`config.mk`:
```
export PLATFORM = sky130hd
export DESIGN_NAME = bram_scan_display
export DESIGN_NICKNAME = d
export VERILOG_FILES = /design/src/rtl/bram_scan_display.sv
export SDC_FILE = /design/constraint.sdc
export NUM_CORES = 1
export LEC_CHECK = 0
export ABC_CLOCK_PERIOD_IN_PS = 3530
export BUFFER_PORTS_ARGS = -buffer_cell sky130_fd_sc_hd__buf_2
export CAP_MARGIN = 20
export CORE_ASPECT_RATIO = 0.8
export CORE_UTILIZATION = 56
export DETAILED_ROUTE_END_ITERATION = 10
export PLACE_DENSITY = 0.84
export SYNTH_ARGS = -nofsm -noshare
export SYNTH_HDL_FRONTEND = slang
export SYNTH_SLANG_ARGS = --single-unit
export TNS_END_PERCENT = 10
```
`constraint.sdc`:
```
create_clock -name clk -period 3.53 [get_ports clk]
set_input_delay 0.353 -clock clk [delete_from_list [all_inputs] [get_ports clk]]
set_output_delay 0.353 -clock clk [all_outputs]
set_load 0.05 [all_outputs]
```
`src/rtl/bram_scan_display.sv`:
```
// bram_scan_display
//   Fills an external dual-port BRAM through port A with the pattern
//   exp(a) = a ^ SEED, then reads every word back through port B. Each word
//   is compared with exp(a) and shown on NUM_DIGITS active-low hex digits
//   for DWELL cycles. The first mismatch stops the run in ERROR and records
//   its address.
//
//   Optional build macro HEX_BLANK_EN: blank leading zero digits. Digit 0
//   always stays lit.
//
// Ports
//   clk, reset      : clock and synchronous active-high reset
//   start           : begins a run from IDLE, DONE or ERROR
//   busy/done/error : run status
//   err_addr        : address of the first mismatching word
//   addr_a/data_a/we_a : BRAM port A (write only)
//   addr_b/q_b      : BRAM port B (read only, q_b valid 1 cycle after addr_b)
//   seg             : 7 segments per digit, gfedcba, active-low;
//                     digit i = seg[7i+6:7i]
module bram_scan_display #(
    parameter int                DATA_W     = 48,
    parameter int                ADDR_W     = 10,
    parameter int                DEPTH      = 1024,
    parameter int                NUM_DIGITS = 4,
    parameter int                DWELL      = 50000000,
    parameter logic [DATA_W-1:0] SEED       = DATA_W'(48'h0000_A5A5_A5A5)
) (
    input  logic                    clk,
    input  logic                    reset,
    input  logic                    start,
    output logic                    busy,
    output logic                    done,
    output logic                    error,
    output logic [ADDR_W-1:0]       err_addr,
    output logic [ADDR_W-1:0]       addr_a,
    output logic [DATA_W-1:0]       data_a,
    output logic                    we_a,
    output logic [ADDR_W-1:0]       addr_b,
    input  logic [DATA_W-1:0]       q_b,
    output logic [7*NUM_DIGITS-1:0] seg
);

    localparam int NIB_W = 4 * NUM_DIGITS;
    localparam int CNT_W = (DWELL > 1) ? $clog2(DWELL) : 1;
    localparam logic [ADDR_W-1:0] LAST_ADDR = ADDR_W'(DEPTH - 1);
    localparam logic [CNT_W-1:0]  LAST_CNT  = CNT_W'(DWELL - 1);

    typedef enum logic [2:0] {
        S_IDLE, S_FILL, S_RD, S_CMP, S_SHOW, S_DONE, S_ERROR
    } state_t;

    state_t                  state, state_nxt;
    logic [ADDR_W-1:0]       addr;
    logic [CNT_W-1:0]        cnt;
    logic [NIB_W-1:0]        disp_word;
    logic                    disp_vld;
    logic [7*NUM_DIGITS-1:0] seg_nxt;
    logic                    lit;
    logic                    word_bad;

    function automatic logic [DATA_W-1:0] exp_word(input logic [ADDR_W-1:0] a);
        return DATA_W'(a) ^ SEED;
    endfunction

    function automatic logic [6:0] hex7(input logic [3:0] nib);
        case (nib)
            4'h0: hex7 = 7'b1000000;
            4'h1: hex7 = 7'b1111001;
            4'h2: hex7 = 7'b0100100;
            4'h3: hex7 = 7'b0110000;
            4'h4: hex7 = 7'b0011001;
            4'h5: hex7 = 7'b0010010;
            4'h6: hex7 = 7'b0000010;
            4'h7: hex7 = 7'b1111000;
            4'h8: hex7 = 7'b0000000;
            4'h9: hex7 = 7'b0011000;
            4'hA: hex7 = 7'b0001000;
            4'hB: hex7 = 7'b0000011;
            4'hC: hex7 = 7'b0100111;
            4'hD: hex7 = 7'b0100001;
            4'hE: hex7 = 7'b0000110;
            default: hex7 = 7'b0001110;
        endcase
    endfunction

    assign word_bad = (q_b != exp_word(addr));

    // State register
    always_ff @(posedge clk) begin
        if (reset) state <= S_IDLE;
        else       state <= state_nxt;
    end

    always_comb begin
        state_nxt = state;
        case (state)
            S_IDLE, S_DONE, S_ERROR: if (start) state_nxt = S_FILL;
            S_FILL:  if (addr == LAST_ADDR) state_nxt = S_RD;
            S_RD:    state_nxt = S_CMP;
            S_CMP:   state_nxt = word_bad ? S_ERROR : S_SHOW;
            S_SHOW:  if (cnt == LAST_CNT)
                         state_nxt = (addr == LAST_ADDR) ? S_DONE : S_RD;
            default: state_nxt = S_IDLE;
        endcase
    end

    // Address / dwell counters, error capture and display latch
    always_ff @(posedge clk) begin
        if (reset) begin
            addr      <= '0;
            cnt       <= '0;
            err_addr  <= '0;
            disp_word <= '0;
            disp_vld  <= 1'b0;
            seg       <= '1;
        end else begin
            // seg trails the display latch by one cycle
            seg <= disp_vld ? seg_nxt : '1;
            case (state)
                S_IDLE, S_DONE, S_ERROR: begin
                    if (start) begin
                        addr     <= '0;
                        err_addr <= '0;
                    end
                end
                S_FILL: addr <= (addr == LAST_ADDR) ? '0 : addr + 1'b1;
                S_CMP: begin
                    disp_word <= q_b[NIB_W-1:0];
                    disp_vld  <= 1'b1;
                    cnt       <= '0;
                    if (word_bad) err_addr <= addr;
                end
                S_SHOW: begin
                    if (cnt == LAST_CNT) begin
                        if (addr != LAST_ADDR) addr <= addr + 1'b1;
                    end else begin
                        cnt <= cnt + 1'b1;
                    end
                end
                default: ;
            endcase
        end
    end

    // Digit decode; with blanking, a digit is lit once any nibble at or
    // above it is non-zero (scanning from the top), and digit 0 always is.
    always_comb begin
        seg_nxt = '1;
        lit     = 1'b0;
        for (int i = NUM_DIGITS - 1; i >= 0; i--) begin
`ifdef HEX_BLANK_EN
            lit = lit | (disp_word[4*i +: 4] != 4'h0) | (i == 0);
`else
            lit = 1'b1;
`endif
            if (lit) seg_nxt[7*i +: 7] = hex7(disp_word[4*i +: 4]);
        end
    end

    assign busy   = (state == S_FILL) || (state == S_RD) ||
                    (state == S_CMP)  || (state == S_SHOW);
    assign done   = (state == S_DONE);
    assign error  = (state == S_ERROR);
    assign we_a   = (state == S_FILL);
    assign addr_a = we_a ? addr : '0;
    assign data_a = we_a ? exp_word(addr) : '0;
    assign addr_b = addr;

endmodule
```
Word level (Yosys, flattened, before mapping)
Memory sizes are Yosys's and may differ from the RTL's. A register that Yosys moved wholly into a read port is not among the register bits.
Index checks and enable logic that the tools add are counted.
Widths: inputs -> output; s select.

cells by class
  add/sub/neg operators = 2
  multiply operators = 0
  div/mod/pow operators = 0
  $lt $le $gt $ge = 0
  eq/ne operators = 16
  shift operators = 0
  multiplexer cells = 17
  bitwise operators = 2
  reduce and logical (&&, ||, !) cells = 13

operator list
  cell                   number
  $mux 10                6
  $pmux 26 s2            1
  $ne 48x32->1           1
  $mux 32                1
  $pmux 10 s3            1
  $add 26x1->26 const B  1
  $eq 26x26->1 const B   1
  $mux 26                1
  $pmux 10 s2            1
  $not 5->16             1
  $pmux 3 s5             1
  $mux 3                 4
  $add 10x1->10 const B  1
  $eq 10x10->1 const B   1
  $ne 10x10->1 const B   1
  $ne 2x2->1 const B     5
  $eq 3x3->1 const B     3
  $eq 3x2->1 const B     2
  $reduce_and 3->1       2
  $reduce_and 4->1       1
  $reduce_bool 2->1      2
  $eq 3x1->1 const B     1
  $logic_not 3->1        1
  $logic_or 1x1->1       3
  7 further kinds        7

word-level totals
  flip-flop bits (word level) = 66
  latch bits = 0
  bits in writable memories = 0
  ROM bits = 448
  input bits = 51
  output and inout bits = 110
  word-level logic and storage cells = 60
  memories kept = 4

memory list
  memory            depth  bits a word  read ports  clocked after Yosys merged registers in  write ports  RTL line  source
  (name not given)  16     7            1           1                                        0            66        case (nib)
  (name not given)  16     7            1           1                                        0            66
  (name not given)  16     7            1           1                                        0            66
  (name not given)  16     7            1           1                                        0            66

Depth between registers and ports, before layout
Gate-level depths: netlist (run 1).

  depth after elaboration = 4
  gate-level depth with buffers = 8
  gate-level depth less buffers = 7

Worst setup path before layout (run 1)
No wires, ideal clock.

  path kind = reg2out
  start = register state[2]
  end = output port data_a[6]
  data arrival time = 2553 ps
  required time = 3177 ps
  path slack = 624 ps
  stages on the path, launching flop included = 8
  path buffers = 3
  path through = dfxtp_1 > clkbuf_1 > nor2_1 > nand2_1 > inv_1 > clkbuf_1 > and2_1 > buf_4

on the way
  cells in the longest elaborated chain, start to end = 2

RTL lines
  item                    RTL line  source
  from (decl)             52        state_t state, state_nxt;
  from (signal assigned)  91        else state <= state_nxt;
  $eq 3x1->1              164       assign we_a = (state == S_FILL);
  named net we_a          37        output logic we_a,
  $mux 32                 166       assign data_a = we_a ? exp_word(addr) : '0;
  to (decl)               36        output logic [DATA_W-1:0] data_a,

The timed path passes the listed nets, and every way through them passes these cells.

Worst setup path after layout (run 1)
  start = register state[0]
  end = output port addr_a[4]

on the way
  cells in the longest elaborated chain, start to end = 2

RTL lines
  item        RTL line  source
  $eq 3x1->1  164
  $mux 10     165       assign addr_a = we_a ? addr : '0;
  to (decl)   35        output logic [ADDR_W-1:0] addr_a,

Every way passes these cells.

==> results of run 1 <==
==> logic make-up (layout without fill, tap and decap cells) <==
kind of cell,count (synthesis),in the layout,share of synthesized area (%)
AOI/OAI and AO/OA,131,131,15.9
xor gates and xnor gates,37,37,6.10
adders and majority gates,22,22,5.18
buffers and inverters,99,171,11.0
DFF,94,94,35.4
muxes,15,15,2.85
other,1,27,0.0706
and+or+nand+nor,248,248,23.4
==> path summary, 6_finish.rpt <==
kind | to | slack (ns)
hold reg to reg | disp_vld | 0.46
hold / removal | disp_word[13] | 0.27
setup / recovery | addr_a[4] | 0.69
setup reg to reg | cnt[24] | 0.90
==> cells in the final DEF, fill, tap and decap left out, types with 5 or more instances in the layout <==
cell,synthesis,layout
buf_2,2,134
dfxtp_1,94,94
nor2_1,73,73
nand2_1,72,72
a21oi_1,42,42
o21ai_0,27,27
conb_1,1,27
and2_1,22,22
xnor2_1,22,22
ha_1,22,22
inv_1,19,19
nor2b_1,15,15
xor2_1,15,15
mux2i_1,14,14
o211ai_1,13,13
nand3_1,13,13
o311ai_0,10,10
nand4_1,10,10
clkbuf_16,0,9
nor4_1,7,7
a211oi_1,5,5
==> power by group <==
part,leakage (nW),switching [mW],total [mW],internal [mW]
Sequential,0.759,0.0177,1.08,1.07
Clock,0.128,0.385,0.853,0.468
Combinational,1.52,0.257,0.337,0.0801
==> per-layer routing <==
layer  track usage [%]  vias to the layer above  routed length, microns
met2              42.2                      183                    5820
met4              7.03                        0                     140
li1                  -                     2353                       -
met1              31.7                     2219                    5420
met5                 0                        -                       0
met3              7.19                       12                     857
==> area by class of cell <==
class,instances,area [sq um],area share (%)
sequential,94,1880,31.4
inverter,19,71.3,1.19
multi-input combinational,480,2950,49.2
clock buffer,10,229,3.82
tap,115,144,2.40
clock inverter,5,27.5,0.459
timing repair buffer,137,693,11.6
==> registers in the layout, indices dropped and copies added (netlist names) <==
register,cells
seg,28
err_addr,10
disp_word,16
disp_vld,1
state,3
cnt,26
addr_b,10
==> stage by stage <==
step | hold WS [ns] | utilization, % | std cells | worst slack, ns
after CTS | 0.256 | 65.7 | 859 | 0.743
after global placement | 0.443 | 62.8 | 843 | 0.924
after floorplan | 0.432 | - | 673 | 0.624
after global routing | 0.272 | 65.8 | 860 | 0.536
after detailed placement | 0.452 | 62.9 | 844 | 0.901
final | 0.266 | 65.8 | 860 | 0.688
==> critical path, stage by stage, from the launching register on <==
cell     delay [ns]
dfxtp_1        0.60
inv_1          0.20
nor2_1         0.18
nand2_1        0.17
inv_1          0.45
and2_1         0.25
buf_2          0.28
==> results by group, run 1 <==
Worst setup path
  • CP Launch Type: register
  • Worst Path Required: between 3 and 4 ns
  • Crit Reg-Reg Startpoint: state[1]
  • Crit. Startpoint: state[0]
  • CP arrival: 2.49 ns
  • Crit Path Class: register to output port
  • Worst setup EP type: output port
  • Worst reg2reg path depth: 6
  • Peak fanout along the critical path: 24

Logic synthesis
  • Synth top area cells: dfxtp_1 35%, buf_4 6.1%, ha_1 5.2%
  • Yosys reg bits: 94
  • Average size of a mapped cell: 8.21 sq um
  • Post-synth ARST share: 0%
  • Gate Count Post-Synth: 647
  • Register area share after synthesis: ~35%
  • Most frequent cells after synthesis: 94 x dfxtp_1, 73 x nor2_1, 72 x nand2_1
  • Dominant cell type by area after synthesis: dfxtp_1
  • Most frequent cell after synthesis: dfxtp_1
  • Post-synth EDFFs: 0
  • Yosys top cell area share: 35.4%
  • Post-synthesis cell area: around 5300 sq um
  • Synth cell types: 60
  • Syn. warnings: 0
  • Top FF cell, synth: dfxtp_1

Clocking
  • Num CTS Buffers: 9
  • Clk slew on worst S/H paths: 0.06 ns
  • Clk sinks: 94
  • Max clock buf depth: 2
  • CTS tree: built
  • Post_cts resized: 0
  • Worst-skew pair later-pin latency: approximately 0.34 ns
  • CTS Hold Bufs: 0
  • Root Driver: clkbuf_16
  • Post-CTS Setup Bufs: 0
  • Max H-tree Level: 3

Routing
  • Drc violations: 0
  • Drt total wl: 12200 microns
  • Routed via count: between 4000 and 5000
  • DR pass1 iterations: 6
  • Vias per Instance: 5.54
  • Wire per inst: 14.2 microns
  • Post-route ant nets: 0
  • DR iter-0 viols: 441

STA
  • Fin crit share: 80.5%
  • Fin. max-slew vios: 0
  • Skew final: 0.00675 ns
  • Setup Viol. Count Final: 0
  • Final hold vios: 0
  • Crit path time final: about 2.8 ns
  • Slew headroom: between 30% and 40%
  • Slew @ Worst Pin: roughly 0.94 ns
  • Unrepaired setup endpoints after global routing: false
  • Setup TNS: 0 ns
  • Max frequency: 352 MHz

Die
  • I/O pins: 161
  • CORE AREA: 9110 sq um
  • Cell Rows: 31
  • Die ar.: slightly below 10000 sq um
  • Die span in y: 89.1 microns
  • Initial Util: 58.3%
  • Die Wd: around 110 microns

Power and ir drop
  • Total power: 2.27 mW
  • Leakage: 2.41 nW
  • IR drop worst, VDD: ~470 uV
  • Power Dens Cells: 379 nW/um^2

Flow run
  • Max-cap viol count: 0

Global routing
  • Initial antenna violation count: 0
  • Overflow after GRT: 0
  • First-pass GRT wire length: 19900 microns
  • Vias in the first global route: 4114
  • Gr usage total: approximately 25%
  • Largest net degree at the start of global routing: 38

Layout
  • Share of cells above drive strength 1: 22.1%
  • Fillers: 746
  • # diodes: 0
  • Layout overhead on the synthesized area: 12.8%
  • Layout net count: 814
  • Design Area, Final: 5990 sq um

Min path
  • Worst Hold Launch: q_b[13]
  • Hold WC Path Type: primary input to register
  • Hold depth: 3

Placement
  • DP HPWL: 8890 microns
  • Port bufs: 133
  • Final GP Congestion: between 0.8 and 0.9
  • Dpl cell area: 5730 sq um

Run status
  • Status: finished, final reports clean
(Power assumes the default switching activity.)
==> inputs of run 2 (changes only) <==
- ABC_AREA: unset -> 1
- ABC_CLOCK_PERIOD_IN_PS: 3530 -> 2700
- CORE_UTILIZATION: 56 -> 53
- PLACE_DENSITY: 0.84 -> 0.79
- clock period: 3.53 -> 2.7 ns (I/O delays scaled with it)
==> run 2 against run 1 <==
Against the previous run:
- worst hold slack worse by 0.083 ns
- die area up 15%
- routed wire length up 25%
- non-clock buffer count up 6
- highest routed layer unchanged
- critical path type is now register to register
==> results by group, run 2 <==
Run status
  • Status: finished, final reports clean

Logic synthesis
  • Mux share of post-synthesis cell area: 0% (-2.8 points)
  • Synth Area in XOR/XNOR: 2.10% (-4.0 points)
  • Post-Synth Simple-Gate Area: 33.7% (+10 points)
  • Syn. warnings: 0 (unchanged)
  • Gate Count Post-Synth: 863 (+33%)
  • Yosys reg bits: 94 (unchanged)
  • Synth cell types: 46 (-23%)
  • Top FF cell, synth: dfxtp_1
  • Register area share after synthesis: 32.5% (-2.9 points)
  • Most frequent cells after synthesis: 201 x nand2_1, 124 x nor2_1, 94 x dfxtp_1
  • Main combinational cell family by area after synthesis: simple AND/OR/NAND/NOR gates
  • Average size of a mapped cell: 6.70 sq um (-18%)
  • Post-synthesis cell area: 5780 sq um (+8.8%)
  • Most frequent cell after synthesis: nand2_1
  • Adder-Cell Fraction of Synth Area: 4.76% (-0.42 points)
  • Yosys top cell area share: 32.5% (-2.9 points)
  • Synth top area cells: dfxtp_1 33%, nand2_1 13%, nor2_1 8.1%
  • Compound-cell area share of the yosys netlist: 11.9% (-4.0 points)
  • Post-synth ARST share: 0% (unchanged)
  • Dominant cell type by area after synthesis: dfxtp_1
  • Post-synth EDFFs: 0 (unchanged)

Placement
  • DP HPWL: 11200 microns (+26%)
  • Port bufs: 133 (unchanged)
  • Placed insts: 1101 (+30%)
  • Final GP Congestion: 0.952 (+8.9%)

Die
  • Cell Rows: 33 (+6.5%)
  • I/O pins: 161 (unchanged)
  • Die Wd: 119 microns (+7.1%)
  • CORE AREA: 10400 sq um (+15%)
  • Die ar.: 11300 sq um (+15%)
  • Die span in y: 95.4 microns (+7.1%)
  • Initial Util: 55.3% (-2.9 points)

Power and ir drop
  • IR drop worst, VDD: 989 uV (+110%)
  • Power Dens Cells: 804 nW/um^2 (+110%)
  • Leakage: 2.96 nW (+23%)

Clocking
  • Root Driver: clkbuf_16
  • CTS tree: built
  • Max H-tree Level: 3 (unchanged)
  • CTS Hold Bufs: 0 (unchanged)
  • Worst-skew pair later-pin latency: 0.35 ns (about the same)
  • Max clock buf depth: 2 (unchanged)
  • Clk slew on worst S/H paths: 0.07 ns (about the same)
  • Post_cts resized: 0 (unchanged)
  • Post-CTS Setup Bufs: 0 (unchanged)
  • Clk sinks: 94 (unchanged)
  • Num CTS Buffers: 9 (unchanged)

STA
  • Slew headroom: 63.9% (+27 points)
  • Skew final: 0.00628 ns (-0.000468 ns)
  • Fin crit share: 88.2%
  • Final hold vios: 0 (unchanged)
  • Unrepaired setup endpoints after global routing: false
  • Setup Viol. Count Final: 0 (unchanged)
  • Max frequency: approximately 420 MHz
  • Crit path time final: approximately 2.4 ns
  • Fin. max-slew vios: 0 (unchanged)
  • Worst hold slack: 0.183 ns (-0.0833 ns)
  • Slew @ Worst Pin: 0.540 ns (-0.399 ns)

Global routing
  • Overflow after GRT: 0 (unchanged)
  • First-pass GRT wire length: 24400 microns (+23%)
  • Gr usage total: 27.3% (+2.3 points)
  • Vias in the first global route: 4970 (+21%)
  • Largest net degree at the start of global routing: 25 (-34%)
  • Initial antenna violation count: 0 (unchanged)

Worst setup path
  • Worst setup EP type: register
  • Most frequent CP cell: nand2_2
  • Worst Path Required: 2.98 ns (-0.20 ns)
  • Crit path max-delay cell type: dfxtp_1
  • Crit Path Class: register to register
  • Cell family with most CP delay: simple AND/OR/NAND/NOR gates
  • Peak fanout along the critical path: 24 (unchanged)
  • CP Launch Type: register
  • WP buf/inv: 1 (-2)
  • Worst path cell trace: ha_1 > nand2_2 > nor3b_4 > nand4_1 > nand2_2 > nand2_2 > clkinv_2 > nand2_1 > a21oi_1
  • CP arrival: 2.66 ns (+0.17 ns)
  • Slowest stage delay, CP: 0.41 ns (-0.19 ns)

Routing
  • Post-route ant nets: 0 (unchanged)
  • DR iter-0 viols: 485 (+10%)
  • DR pass1 iterations: 6 (unchanged)
  • Drt total wl: 15300 microns (+25%)
  • Wire per inst: 13.7 microns (-4.0%)
  • Drc violations: 0 (unchanged)
  • Routed via count: 5975 (+25%)
  • Vias per Instance: 5.35 (-3.5%)

Layout
  • Layout net count: 1045 (+28%)
  • Most common cell after layout, fill and taps aside: nand2_1
  • # diodes: 0 (unchanged)
  • Largest regs: seg (28), cnt (26), disp_word (16)
  • Share of cells above drive strength 1: 21.2% (-0.96 points)
  • Layout overhead on the synthesized area: 15.7%
  • Most frequent cells in the layout: 201 x nand2_1, 133 x buf_2, 114 x nor2_1
  • Largest reg by FF count: seg
  • Post-Layout Cell Count: 1117 (+30%)
  • Max FFs per register: 28 (unchanged)

Flow run
  • Max-cap viol count: 0 (unchanged)

Min path
  • Hold WC Path Type: primary input to register
==> run 2: cell count changes in the layout (fill, tap and decap cells not counted), sizes merged, moves of 15 or more <==
| cell | previous run | this run |
|---|---|---|
| nand2 | 72 | 212 |
| nor2b | 15 | 0 |
| and2 | 22 | 0 |
| nor2 | 74 | 126 |
| xnor2 | 22 | 2 |
| nand3 | 13 | 62 |
| inv | 19 | 95 |
==> run 2: power breakdown <==
| group | total, mW | internal, mW | leakage (nW) | switching [mW] |
|---|---|---|---|---|
| logic | 2.34 | 0.512 | 2.04 | 1.83 |
| registers | 1.64 | 1.52 | 0.761 | 0.117 |
| clock network | 1.40 | 0.842 | 0.155 | 0.562 |
| total | 5.38 | 2.88 | 2.96 | 2.50 |
==> run 2: cell families after synthesis <==
logic type / after synthesis
AO/OA/AOI/OAI: 118
XOR/XNOR: 13
adder cells (fa/ha/maj): 22
buffers and inverters: 168
flip-flops: 94
other: 1
AND/OR/NAND/NOR: 447
==> run 2: path summary, 6_finish.rpt <==
check,start,depth (start not counted),slack (ns),to
setup / recovery,cnt[0],9,0.32,cnt[15]
hold / removal,q_b[0],3,0.18,disp_word[0]
setup reg to reg,cnt[0],9,0.32,cnt[15]
hold reg to reg,err_addr[1],2,0.50,err_addr[1]
==> run 2: worst register-to-register path: stages (launching register included) <==
cell and delay (ns):
dfxtp_1 0.41, ha_1 0.32, nand2_2 0.11, nor3b_4 0.30
nand4_1 0.17, nand2_2 0.15, nand2_2 0.26, clkinv_2 0.36
nand2_1 0.10, a21oi_1 0.15
==> run 2: layout make-up <==
| cell class | count | area [sq um] |
|---|---|---|
| clock buffer | 10 | 239 |
| clock inverter | 6 | 92.6 |
| fill | 970 | 3750 |
| inverter | 97 | 367 |
| multi-input combinational | 627 | 3200 |
| sequential | 94 | 1880 |
| tap | 140 | 175 |
| timing repair buffer | 143 | 741 |
==> run 2: per-stage QoR <==
stage / worst slack, ns / TNS [ns] / total power, mW / instance area [sq um] / util, %
floorplan: -0.00535 / -0.0213 / 3.69 / 5940 / -
global placement: 0.456 / 0 / 3.95 / 6360 / 60.9
detailed placement: 0.338 / 0 / 3.97 / 6360 / 60.9
CTS: 0.338 / 0 / 5.38 / 6690 / 64.1
global route: 0.0709 / 0 / 5.65 / 6690 / 64.1
finish: 0.319 / 0 / 5.38 / 6690 / 64.1
==> run 2: metal layers <==
metal  vias up  global-route usage [%]  share of wire [%]
li1       2929                       -                  -
met1      2688                    38.0                 47
met2       334                    41.7                 42
met3        24                    6.16                9.6
met4         0                    9.28                1.5
met5         -                       0                  0
==> inputs of run 3 (changes only) <==
- SETUP_SLACK_MARGIN: unset -> 0.4
==> run 3 against run 2 <==
Against the previous run:
- fmax rose by 9.6%
- critical path type unchanged
- clock-buffer cell count did not move
- critical path depth rose by 1
- cell area fell by 0.28%
- register-to-register slack improved by 0.21 ns
- die area did not move
- sequential power barely moved
- worst hold slack got worse by 0.017 ns
- setup slack improved by 0.21 ns
- combinational power barely moved
- total power fell by 1.5%
==> results by group, run 3 (same netlist as run 2, synthesis figures left out) <==
Global routing
  • Vias in the first global route: 5118 (+3.0%)
  • Overflow after GRT: 0 (unchanged)
  • Largest net degree at the start of global routing: 25 (unchanged)
  • Initial antenna violation count: 0 (unchanged)
  • First-pass GRT wire length: 25400 microns (+3.8%)
  • Gr usage total: 28.4% (+1.1 points)

Die
  • Cell Rows: 33 (unchanged)
  • Die Wd: 119 microns (unchanged)
  • Initial Util: 55.3% (unchanged)
  • I/O pins: 161 (unchanged)
  • CORE AREA: 10400 sq um (unchanged)
  • Die ar.: 11300 sq um (unchanged)
  • Die span in y: 95.4 microns (unchanged)

Placement
  • Dpl cell area: 6360 sq um (about the same)
  • Placed insts: 1100 (-0.091%)
  • Port bufs: 133 (unchanged)
  • Final GP Congestion: 0.896 (-5.9%)
  • DP HPWL: 11600 microns (+2.9%)
  • Dpl ws: 0.559 ns (+0.221 ns)

Clocking
  • Max H-tree Level: 3 (unchanged)
  • Clk sinks: 94 (unchanged)
  • Worst-skew pair later-pin latency: 0.35 ns (about the same)
  • Max clock buf depth: 2 (unchanged)
  • Clk slew on worst S/H paths: 0.07 ns (about the same)
  • Root Driver: clkbuf_16
  • CTS tree: built
  • Num CTS Buffers: 9 (unchanged)
  • Post_cts resized: 0 (unchanged)
  • Post-CTS Setup Bufs: 0 (unchanged)
  • CTS Hold Bufs: 0 (unchanged)

Layout
  • Layout net count: 1044 (-0.096%)
  • Most common cell after layout, fill and taps aside: nand2_1
  • Share of cells above drive strength 1: 21.4% (+0.23 points)
  • Final core occ: 63.9% (-0.18 points)
  • Most frequent cells in the layout: 201 x nand2_1, 133 x buf_2, 114 x nor2_1
  • Max FFs per register: 28 (unchanged)
  • Fillers: 956 (-1.4%)
  • Largest reg by FF count: seg
  • Layout overhead on the synthesized area: 15.4%
  • Design Area, Final: 6670 sq um (-0.28%)
  • Post-Layout Cell Count: 1116 (-0.090%)
  • Largest regs: seg (28), cnt (26), disp_word (16)
  • # diodes: 0 (unchanged)

Power and ir drop
  • IR drop worst, VDD: 709 uV (-28%)
  • Power Dens Cells: 794 nW/um^2 (-1.3%)
  • Leakage: 2.95 nW (-0.29%)
  • Total power: 5.30 mW (-1.5%)

Routing
  • Drc violations: 0 (unchanged)
  • DR pass1 iterations: 5 (-1)
  • Drt total wl: 15600 microns (+2.0%)
  • Post-route ant nets: 0 (unchanged)
  • DR iter-0 viols: 573 (+18%)
  • Vias per Instance: 5.28 (-1.2%)
  • Routed via count: 5898 (-1.3%)
  • Wire per inst: 14.0 microns (+2.1%)

STA
  • Setup Viol. Count Final: 0 (unchanged)
  • Setup TNS: 0 ns (unchanged)
  • Slew @ Worst Pin: 0.612 ns (+0.0716 ns)
  • Final hold vios: 0 (unchanged)
  • Unrepaired setup endpoints after global routing: true
  • Slew headroom: 59.1% (-4.8 points)
  • Max frequency: 460 MHz (+9.6%)
  • Fin. max-slew vios: 0 (unchanged)
  • Skew final: 0.00815 ns (+0.00187 ns)
  • Worst hold slack: 0.167 ns (-0.0165 ns)
  • Crit path time final: 2.17 ns (-0.208 ns)
  • PnR worst setup slack: 0.528 ns (+0.208 ns)
  • Fin crit share: 80.5% (-7.7 points)

Worst setup path
  • CP arrival: 2.39 ns (-0.27 ns)
  • Peak fanout along the critical path: 12 (-50%)
  • Crit Path Class: register to register
  • CP Launch Type: register
  • Worst Path Required: 2.92 ns (-0.06 ns)
  • Worst setup EP type: register

Min path
  • Hold WC Path Type: primary input to register

Flow run
  • Max-cap viol count: 0 (unchanged)

Run status
  • Status: finished, final reports clean
==> run 3: path summary, 6_finish.rpt <==
check	startpoint	endpoint	slack, ns	cells after the start
max reg2reg	addr_b[1]	addr_b[9]	0.53	10
max	addr_b[1]	addr_b[9]	0.53	10
min	q_b[12]	disp_word[12]	0.17	3
min reg2reg	err_addr[6]	err_addr[6]	0.49	2
==> run 3: final cells by class <==
class / count / area, sq um / area share, %
Clock inverter: 6 / 71.3 / 1.07
Sequential cell: 94 / 1890 / 28.3
Multi-Input combinational cell: 627 / 3200 / 47.9
Inverter: 97 / 373 / 5.59
Timing Repair Buffer: 142 / 733 / 11.0
Clock buffer: 10 / 239 / 3.58
Tap cell: 140 / 175 / 2.63
==> run 3: layer usage <==
metal / vias up / routed length, microns / GRT usage, %
li1: 2941 / - / -
met1: 2593 / 7250 / 40.1
met2: 341 / 6460 / 42.7
met3: 23 / 1590 / 6.28
met4: 0 / 280 / 9.70
met5: - / 0 / 0
==> run 3: critical path: stages (launching register included) <==
cell and delay, ns:
dfxtp_1 0.51, ha_1 0.30, nand2_1 0.07, nor2_1 0.19, nand3_2 0.18, nor2_1 0.16, nor2_1 0.11, nand3_4 0.23
inv_2 0.13, nand2_1 0.11, a21oi_2 0.05
==> run 3: power breakdown <==
part           switching, mW  total, mW  internal (mW)
registers              0.116       1.64           1.53
clock network          0.562       1.31          0.748
logic                   1.85       2.35          0.500
total                   2.52       5.30           2.78
